==> src/rtl/median_pkg.sv <==
// median_pkg: shared types and constants for the median threshold search.
// Contents: FSM state enum, default lane count, sigma scaling constants
// (median/0.6745 ~= median*24290>>14) and a counter-width helper.
// Optional feature macro used by the consumers: MEDIAN_SIGMA_EN.
package median_pkg;

  typedef enum logic [2:0] {
    IDLE,
    DISCARD,
    MEASURE,
    UPDATE,
    DONE
  } state_t;

  localparam int unsigned LANES_DEFAULT = 8;
  localparam int unsigned SIGMA_MULT    = 24290;
  localparam int unsigned SIGMA_SHIFT   = 14;

  // Width needed to hold a count of 0..max_window samples.
  function automatic int unsigned cnt_width(input int unsigned max_window);
    return $clog2(max_window) + 1;
  endfunction

endpackage

==> src/rtl/median_sar_lane.sv <==
// median_sar_lane: one lane of the successive-approximation median search.
// Holds the lane result, the captured "samples below level" count, the
// trial-level register, the rank compare and the sigma estimate path.
// Ports:
//   clk, reset      clock, synchronous active-high reset
//   init            accepted start: clear result, load first trial level
//   capture         latch count for the decision
//   update          apply the decision for bit bit_idx
//   last            bit_idx is 0 (final iteration)
//   bit_idx         current bit under test
//   rank_k          target rank K
//   count           samples strictly below level in the measured window
//   level           trial level driven to the counter bank
//   median, sigma   final result and noise-sigma estimate
// Macro MEDIAN_SIGMA_EN: sigma = sat((median*24290)>>14); else sigma = median.
module median_sar_lane
  import median_pkg::*;
#(
  parameter int unsigned ADC_WIDTH = 14,
  parameter int unsigned CNT_W     = 11,
  parameter int unsigned BIT_W     = 4
) (
  input  logic                 clk,
  input  logic                 reset,
  input  logic                 init,
  input  logic                 capture,
  input  logic                 update,
  input  logic                 last,
  input  logic [BIT_W-1:0]     bit_idx,
  input  logic [CNT_W-1:0]     rank_k,
  input  logic [CNT_W-1:0]     count,
  output logic [ADC_WIDTH-1:0] level,
  output logic [ADC_WIDTH-1:0] median,
  output logic [ADC_WIDTH-1:0] sigma
);

  logic [ADC_WIDTH-1:0] result;
  logic [ADC_WIDTH-1:0] result_next;
  logic [ADC_WIDTH-1:0] bit_mask;
  logic [ADC_WIDTH-1:0] next_mask;
  logic [ADC_WIDTH-1:0] sigma_next;
  logic [CNT_W-1:0]     count_q;

  // Fewer than K samples below the trial means the K-th smallest is >= trial.
  assign bit_mask    = ADC_WIDTH'(1) << bit_idx;
  assign next_mask   = bit_mask >> 1;
  assign result_next = (count_q < rank_k) ? (result | bit_mask) : result;

`ifdef MEDIAN_SIGMA_EN
  localparam int unsigned PROD_W = ADC_WIDTH + 15;
  logic [PROD_W-1:0] product;
  logic [PROD_W-1:0] scaled;

  // sigma ~= median / 0.6745, saturated to full scale.
  assign product    = PROD_W'(result_next) * PROD_W'(SIGMA_MULT);
  assign scaled     = product >> SIGMA_SHIFT;
  assign sigma_next = (scaled > PROD_W'({ADC_WIDTH{1'b1}})) ? '1 : scaled[ADC_WIDTH-1:0];
`else
  assign sigma_next = result_next;
`endif

  // Result, count capture and trial-level registers.
  always_ff @(posedge clk) begin
    if (reset) begin
      result  <= '0;
      count_q <= '0;
      level   <= '0;
      median  <= '0;
      sigma   <= '0;
    end else begin
      if (init) begin
        result <= '0;
        level  <= ADC_WIDTH'(1) << (ADC_WIDTH - 1);
      end
      if (capture) begin
        count_q <= count;
      end
      if (update) begin
        result <= result_next;
        if (last) begin
          median <= result_next;
          sigma  <= sigma_next;
          level  <= '0;
        end else begin
          level  <= result_next | next_mask;
        end
      end
    end
  end

endmodule

==> src/rtl/median_threshold_search.sv <==
// median_threshold_search: per-lane SAR median search against a window
// counter bank. Drives a trial level per lane, discards the first (mixed)
// window after each level change, decides one bit per measured window, and
// reports the K-th smallest magnitude (K = ceil(N/2)) per lane.
// Ports:
//   clk, reset        clock, synchronous active-high reset
//   start             begin a search (honoured only in IDLE)
//   window_size_cfg   window length minus one, latched on start
//   count_valid_i     counter-bank window end pulse
//   count_i           per-lane counts of samples below level_o
//   level_o           per-lane trial level
//   search_en_o       counter bank enable (all non-IDLE states)
//   busy_o            search in progress
//   median_o, sigma_o per-lane median and noise-sigma estimate
//   median_valid_o    one-cycle pulse when median_o/sigma_o update
// Macro MEDIAN_SIGMA_EN enables the scaled sigma path (see median_sar_lane).
module median_threshold_search
  import median_pkg::*;
#(
  parameter  int unsigned ADC_WIDTH       = 14,
  parameter  int unsigned MAX_WINDOW_SIZE = 1024,
  parameter  int unsigned LANES           = LANES_DEFAULT,
  localparam int unsigned CNT_W           = cnt_width(MAX_WINDOW_SIZE)
) (
  input  logic                       clk,
  input  logic                       reset,
  input  logic                       start,
  input  logic [CNT_W-2:0]           window_size_cfg,
  input  logic                       count_valid_i,
  input  logic [LANES*CNT_W-1:0]     count_i,
  output logic [LANES*ADC_WIDTH-1:0] level_o,
  output logic                       search_en_o,
  output logic                       busy_o,
  output logic [LANES*ADC_WIDTH-1:0] median_o,
  output logic [LANES*ADC_WIDTH-1:0] sigma_o,
  output logic                       median_valid_o
);

  localparam int unsigned BIT_W = $clog2(ADC_WIDTH);

  state_t           state;
  logic [BIT_W-1:0] bit_idx;
  logic [CNT_W-1:0] rank_k;
  logic             init_c;
  logic             capture_c;
  logic             update_c;
  logic             last_c;

  assign init_c    = (state == IDLE) && start;
  assign capture_c = (state == MEASURE) && count_valid_i;
  assign update_c  = (state == UPDATE);
  assign last_c    = (bit_idx == '0);

  // Shared search sequencer and bit index.
  always_ff @(posedge clk) begin
    if (reset) begin
      state          <= IDLE;
      bit_idx        <= '0;
      rank_k         <= '0;
      search_en_o    <= 1'b0;
      busy_o         <= 1'b0;
      median_valid_o <= 1'b0;
    end else begin
      median_valid_o <= 1'b0;
      case (state)
        IDLE: begin
          if (start) begin
            rank_k      <= (CNT_W'(window_size_cfg) + CNT_W'(2)) >> 1;
            bit_idx     <= BIT_W'(ADC_WIDTH - 1);
            busy_o      <= 1'b1;
            search_en_o <= 1'b1;
            state       <= DISCARD;
          end
        end
        // First window after a level change straddles two levels.
        DISCARD: begin
          if (count_valid_i) state <= MEASURE;
        end
        MEASURE: begin
          if (count_valid_i) state <= UPDATE;
        end
        UPDATE: begin
          if (last_c) begin
            busy_o         <= 1'b0;
            median_valid_o <= 1'b1;
            state          <= DONE;
          end else begin
            bit_idx <= bit_idx - BIT_W'(1);
            state   <= DISCARD;
          end
        end
        DONE: begin
          search_en_o <= 1'b0;
          state       <= IDLE;
        end
        default: state <= IDLE;
      endcase
    end
  end

  for (genvar l = 0; l < LANES; l++) begin : g_lane
    median_sar_lane #(
      .ADC_WIDTH (ADC_WIDTH),
      .CNT_W     (CNT_W),
      .BIT_W     (BIT_W)
    ) u_lane (
      .clk     (clk),
      .reset   (reset),
      .init    (init_c),
      .capture (capture_c),
      .update  (update_c),
      .last    (last_c),
      .bit_idx (bit_idx),
      .rank_k  (rank_k),
      .count   (count_i[l*CNT_W +: CNT_W]),
      .level   (level_o[l*ADC_WIDTH +: ADC_WIDTH]),
      .median  (median_o[l*ADC_WIDTH +: ADC_WIDTH]),
      .sigma   (sigma_o[l*ADC_WIDTH +: ADC_WIDTH])
    );
  end

endmodule

==> config.mk <==
export PLATFORM = sky130hd
export DESIGN_NAME = median_threshold_search
export DESIGN_NICKNAME = d
export VERILOG_FILES = /design/src/rtl/median_pkg.sv /design/src/rtl/median_sar_lane.sv /design/src/rtl/median_threshold_search.sv
export SDC_FILE = /design/constraint.sdc
export NUM_CORES = 1
export LEC_CHECK = 0
export ABC_AREA = 1
export CAP_MARGIN = 15
export CORE_UTILIZATION = 45
export CTS_BUF_LIST = sky130_fd_sc_hd__clkbuf_8
export DETAILED_ROUTE_END_ITERATION = 16
export PLACE_DENSITY = 0.84
export SLEW_MARGIN = 30
export SYNTH_ARGS = -nofsm -noshare
export SYNTH_HDL_FRONTEND = slang
export SYNTH_SLANG_ARGS = --single-unit
==> constraint.sdc <==
create_clock -name clk -period 4 [get_ports clk]
set_input_delay 0.8 -clock clk [delete_from_list [all_inputs] [get_ports clk]]
set_output_delay 0.8 -clock clk [all_outputs]
set_load 0.02 [all_outputs]
Word level (Yosys, flattened, before mapping)

Cells that the tools add are included.
Widths: inputs -> output; s select.

Bits in registers: 444
Input port bits: 102
Output and inout bits: 339
Word-level logic and storage cells: 136

Add/sub/neg operators: 2
Order comparisons: 8
Equal/unequal tests: 9
Shift operators: 1
Multiplexer cells: 47
Bitwise gates (word level): 17
Reduce and logical (&&, ||, !) cells: 14

Operators with widths:

| cell                  | count |
|---|---|
| $mux 14               | 34 |
| $or 14x13->14         | 8 |
| $or 14x14->14         | 8 |
| $lt 11x10->1          | 8 |
| $shl 1x4->14 const A  | 1 |
| $mux 3                | 4 |
| $pmux 3 s4            | 1 |
| $add 10x2->11 const B | 1 |
| $ne 2x2->1 const B    | 5 |
| $reduce_and 3->1      | 3 |
| $mux 4                | 2 |
| $pmux 4 s2            | 1 |
| $eq 3x2->1 const B    | 2 |
| $reduce_and 2->1      | 3 |
| $reduce_bool 2->1     | 3 |
| $logic_not 4->1       | 1 |
| $pmux 1 s2            | 2 |
| $sub 4x1->4 const B   | 1 |
| $eq 3x1->1 const B    | 1 |
| $eq 3x3->1 const B    | 1 |
| $logic_not 3->1       | 1 |
| $mux 1                | 3 |
| $logic_and 1x1->1     | 2 |
| $reduce_or 2->1       | 1 |
| $not 1->1             | 1 |

Logic depth before layout (Yosys ltp)

Word-level depth: 6
Gate-level depth with buffers: 13

By module

Synthesis repeated with hierarchy kept, for this count alone.

Cells, all modules: 3,263
Area, all modules: 23,022.1 µm²

By module, submodules not included:

| module                  | instances | cells an instance | area an instance (µm²) | seq. area each (µm²) |
|---|---|---|---|---|
| median_sar_lane         | 8         | 388               | 2,745.1                | 1,061.0 |
| median_threshold_search | 1         | 159               | 1,061.0                | 400.4 |

Worst setup path before layout

Ideal clock, no wire load.

Path type: input -> register
Start point: input port reset
End point: register g_lane[2].u_lane.count_q[1]
Library setup time: 0.070 ns
Arrival: 1.814 ns
Setup slack: 2.116 ns
Cell stages on the path: 6
Path buffers: 3
Path through: buf_2 inv_1 clkbuf_1 clkbuf_1 o21ai_0 a21oi_1

RTL lines:

| item                 | line                          | text |
|---|---|---|
| from (decl)          | median_threshold_search.sv:26 | `input logic reset,` |
| to (signal assigned) | median_sar_lane.sv:76         | `count_q <= count;` |
| to (decl)            | median_sar_lane.sv:42         | `logic [CNT_W-1:0] count_q;` |

Worst setup path after layout

Start point: register bit_idx[0]
End point: register g_lane[4].u_lane.level[3]

Longest elaborated chain between the ends: 6
Elaborated cells on any way between the ends: 7
Those cells by class: 1 x shift; 3 x mux; 2 x bitwise; 1 x reduce/logical

Ends and longest elaborated chain:

| item                   | line                          | text |
|---|---|---|
| from (decl)            | median_threshold_search.sv:42 | `logic [BIT_W-1:0] bit_idx;` |
| from (signal assigned) | median_threshold_search.sv:69 | `bit_idx <= BIT_W'(ADC_WIDTH - 1);` |
| from (signal assigned) | median_threshold_search.sv:88 | `bit_idx <= bit_idx - BIT_W'(1);` |
| $shl 1x4->14           | median_sar_lane.sv:45         | `assign bit_mask = ADC_WIDTH'(1) << bit_idx;` |
| $or 14x14->14          | median_sar_lane.sv:47         | `assign result_next = (count_q < rank_k) ? (result \| bit_mask) : result;` |
| $mux 14                | median_sar_lane.sv:47         |  |
| $or 14x13->14          | median_sar_lane.sv:85         | `level <= result_next \| next_mask;` |
| $mux 14 *              | median_sar_lane.sv:80         | `if (last) begin` |
| $mux 14 *              | median_sar_lane.sv:78         | `if (update) begin` |
| to (signal assigned)   | median_sar_lane.sv:73         | `level <= ADC_WIDTH'(1) << (ADC_WIDTH - 1);` |
| to (signal assigned)   | median_sar_lane.sv:85         |  |
| to (decl)              | median_sar_lane.sv:32         | `output logic [ADC_WIDTH-1:0] level,` |

Every way passes the cells marked *; elsewhere a longest branch is shown, timed or not.
A chain may end at the register's enable or synchronous reset.

==> flow_metrics.tcl <==
set metrics [dict create \
    tritoncts "built" \
    cpMostUsedCell "inv_1" \
    met1_usage_pct 35.4 \
    ant_nets 0 \
    cts_sinks 444 \
    period_needed_ns 2.84 \
    crit_chain "inv_1 > ha_1 > inv_1 > nor2_2 > inv_1 > nand3_1 > nand2_1 > a21oi_1" \
    ys_top_cells_by_area "dfxtp_1 44%, nand2_1 12%, a21oi_1 8.3%, inv_1 5.4%, ha_1 4.8%" \
    die_x_um 214 \
    diodes 0 \
    cts_hold_buf 0 \
    drt_pre_antenna_iters 6 \
    drt_iter0_drc 1627 \
    syn_area_per_cell_um2 7.63 \
    outcome "completed" \
    drt_wl_total_um 65700 \
    cts_setup_buffers 0 \
    sequentialPowerShare_pct 36.7 \
    critical_path_class "flop to flop" \
    p_per_area_mw_per_mm2 529 \
    max_freq_ghz 0.352 \
    netlist_instances 2644 \
    synth.yosys.seq_area_share_pct 44.0 \
    core_mm2 0.0442 \
    p_sw_mw 5.40 \
    area_delta_synth_final_pct 26.6 \
    cts_buffer_depth 3 \
    grt_max_degree 194 \
    clk_latency_ns 0.64 \
    grt.total_usage_pct 28.1 \
    dieArea_mm2 0.0457 \
    pwr-share-clk_pct 29.0 \
    netlist_area_mm2 0.0202 \
    syn_nets 2824 \
    slowest_delay_ns 0.80 \
    setup.worst_path.end_class "flop" \
    cts.clk_slew.worst_paths_ns 0.06 \
    chipHeight_um 214 \
    crit_path_top_delay_cell "nor2_2" \
    internal_power_mw 8.10 \
    slew_headroom_pct 20.1 \
    fp-row-count 77 \
    worst_hold_path_type "flop to flop" \
    synth_top_area_share_pct 44.0 \
    synth_seq_cells 444 \
    placed_cells 3443 \
    initial_core_util_pct 45.6 \
    ctsResizeCount 0 \
    ir_worst_vdd_mv 0.329 \
    rsz0062_at_grt "false" \
    nNetsFinal 3107 \
    synth.yosys.warnings 0 \
    report.final.slew_viol_count 0 \
    htree_levels 3 \
    wl_per_cell_um 18.4 \
    ios 441 \
    finalCritPeriodShare_pct 71.0 \
    combinationalPowerShare_pct 34.3 \
    drc 0 \
    use_met3_pct 6.05 \
    path_max_fanout 9 \
    root_buffer "clkbuf_8" \
    io_buffer_count 439 \
    clock_skew_ns 0.0269 \
    grt_pass1_wl_um 97500 \
    drive_above_1_share_pct 6.24 \
    antenna_found_initial 0 \
    cts_inserted_buffers 74 \
    grt_busiest_layer "met2" \
    utilization_pct 57.8 \
    synth_top_area_cell "dfxtp_1" \
    grt_pass1_vias 17234 \
    grt_use_met2_pct 45.8 \
    fin_tns_setup_ns 0 \
    cp_data_required_time_ns 4.53 \
    finalHoldViolations 0 \
    finalNonFillerCells 3575 \
    power.leakage_nw 10.5 \
    gp_congestion 0.831 \
    crit_arrival_ns 3.37 \
    tightestPinTransition_ns 1.20 \
    ys_types 41 \
    worstSetupStartpointType "flop" \
    switching_share_pct 40.0 \
    max_cap_violations 0 \
    vias_per_cell 5.32 \
    via_count 19027 \
    grt-ovfl-total 0 \
    setup_viol 0 \
    dp_hpwl_um 43800 \
]
[state kept, by name (all words and copies together), names as in the netlist]
register               flops
state                      3
rank_k                    10
g_lane.u_lane.level      112
g_lane.u_lane.sigma       42
bit_idx                    4
median_valid_o             1
search_en_o                1
g_lane.u_lane.result     112
busy_o                     1
g_lane.u_lane.count_q     88
g_lane.u_lane.median      70
[path summary, 6_finish.rpt]
check / from / end / slack [ns] / depth (start not counted)
max: bit_idx[0]$_SDFFE_PP0P_ / g_lane[4].u_lane.level[3]$_SDFFE_PP0P_ / 1.16 / 8
min: g_lane[2].u_lane.count_q[0]$_SDFFE_PP0P_ / g_lane[2].u_lane.count_q[0]$_SDFFE_PP0P_ / 0.45 / 2
max reg2reg: bit_idx[0]$_SDFFE_PP0P_ / g_lane[4].u_lane.level[3]$_SDFFE_PP0P_ / 1.16 / 8
min reg2reg: g_lane[2].u_lane.count_q[0]$_SDFFE_PP0P_ / g_lane[2].u_lane.count_q[0]$_SDFFE_PP0P_ / 0.45 / 2
[logic make-up (layout without fill, tap and decap cells)]
group / count (synthesis) / after routing / synth area share [%]
buf+inv: 562 / 901 / 13.3
simple gates: 965 / 965 / 20.8
flops: 444 / 444 / 44.0
xor+xnor: 5 / 5 / 0.217
fa+ha+maj: 78 / 78 / 4.83
compound gates: 590 / 590 / 16.8
[critical path: cells and delay by family (launching register included)]
family | cells | cell delay [ns]
and+or+nand+nor | 3 | 1.13
AOI/OAI and AO/OA | 1 | 0.15
buffers and inverters | 3 | 0.93
adders and majority gates | 1 | 0.16
DFF | 1 | 0.35
[cell usage after synthesis, drive strengths merged]
cell	number
clkbuf	67
o211ai	1
o21ai	130
nand2	676
dfxtp	444
nand4	109
nor3	12
or2	9
ha	78
nand3b	1
a22o	94
o31ai	1
o21bai	15
nor2	43
xnor2	2
clkinv	3
a21oi	343
o22ai	1
nand3	114
inv	295
and3	1
xor2	3
a31oi	3
a211oi	2
buf	197
[power groups by stage]
stage          sequential [mW]  combinational (mW)  clock [mW]
3_5_place_dp              5.05                4.55           0
5_1_grt                   5.00                5.09        4.15
4_1_cts                   4.96                4.58        3.96
6_report                  4.96                4.63        3.91
2_1_floorplan             5.09                3.02           0
3_3_place_gp              5.04                4.48           0
[placed cells by master (no fill, tap or decap), types with 5 or more instances in the layout]
cell type	synthesis	final
nand3_1	113	112
nand4_1	109	109
clkdlybuf4s50_1	0	438
nand2_1	672	672
o21bai_1	15	15
nor2_2	10	11
nor2_1	30	29
or2_2	9	9
inv_4	3	5
a21oi_1	335	335
buf_4	121	26
clkinvlp_4	0	7
a22o_1	94	94
dfxtp_1	444	444
a21oi_2	8	8
o21ai_0	129	129
clkinv_2	1	6
inv_1	289	315
nor3_1	9	9
clkbuf_8	0	92
ha_1	78	78
buf_12	0	6
[metrics by stage]
stage               setup slack (ns)  area [um2]  hold WS, ns  power, mW
floorplan                       2.12       20200        0.424       8.10
global placement                1.25       24100        0.435       9.52
detailed placement              1.19       24100        0.439       9.60
CTS                             1.19       25600        0.448       13.5
global route                   0.934       25600        0.468       14.2
finish                          1.16       25600        0.448       13.5
[routing by layer]
layer / share of wire, % / wire (um)
met1: 41 / 26800
met2: 46 / 30200
met3: 9.3 / 6100
met4: 4.0 / 2630
met5: 0 / 0
[final cells by class]
cell class                 instances  area (um2)
clock buffer                      91        1250
clock inverter                    41         193
fill                            3848       18700
inverter                         298        1140
multi-input combinational       1638        8630
sequential                       444        8890
tap                              592         741
timing repair buffer             471        4710
Power figures use the tool's default switching activity.
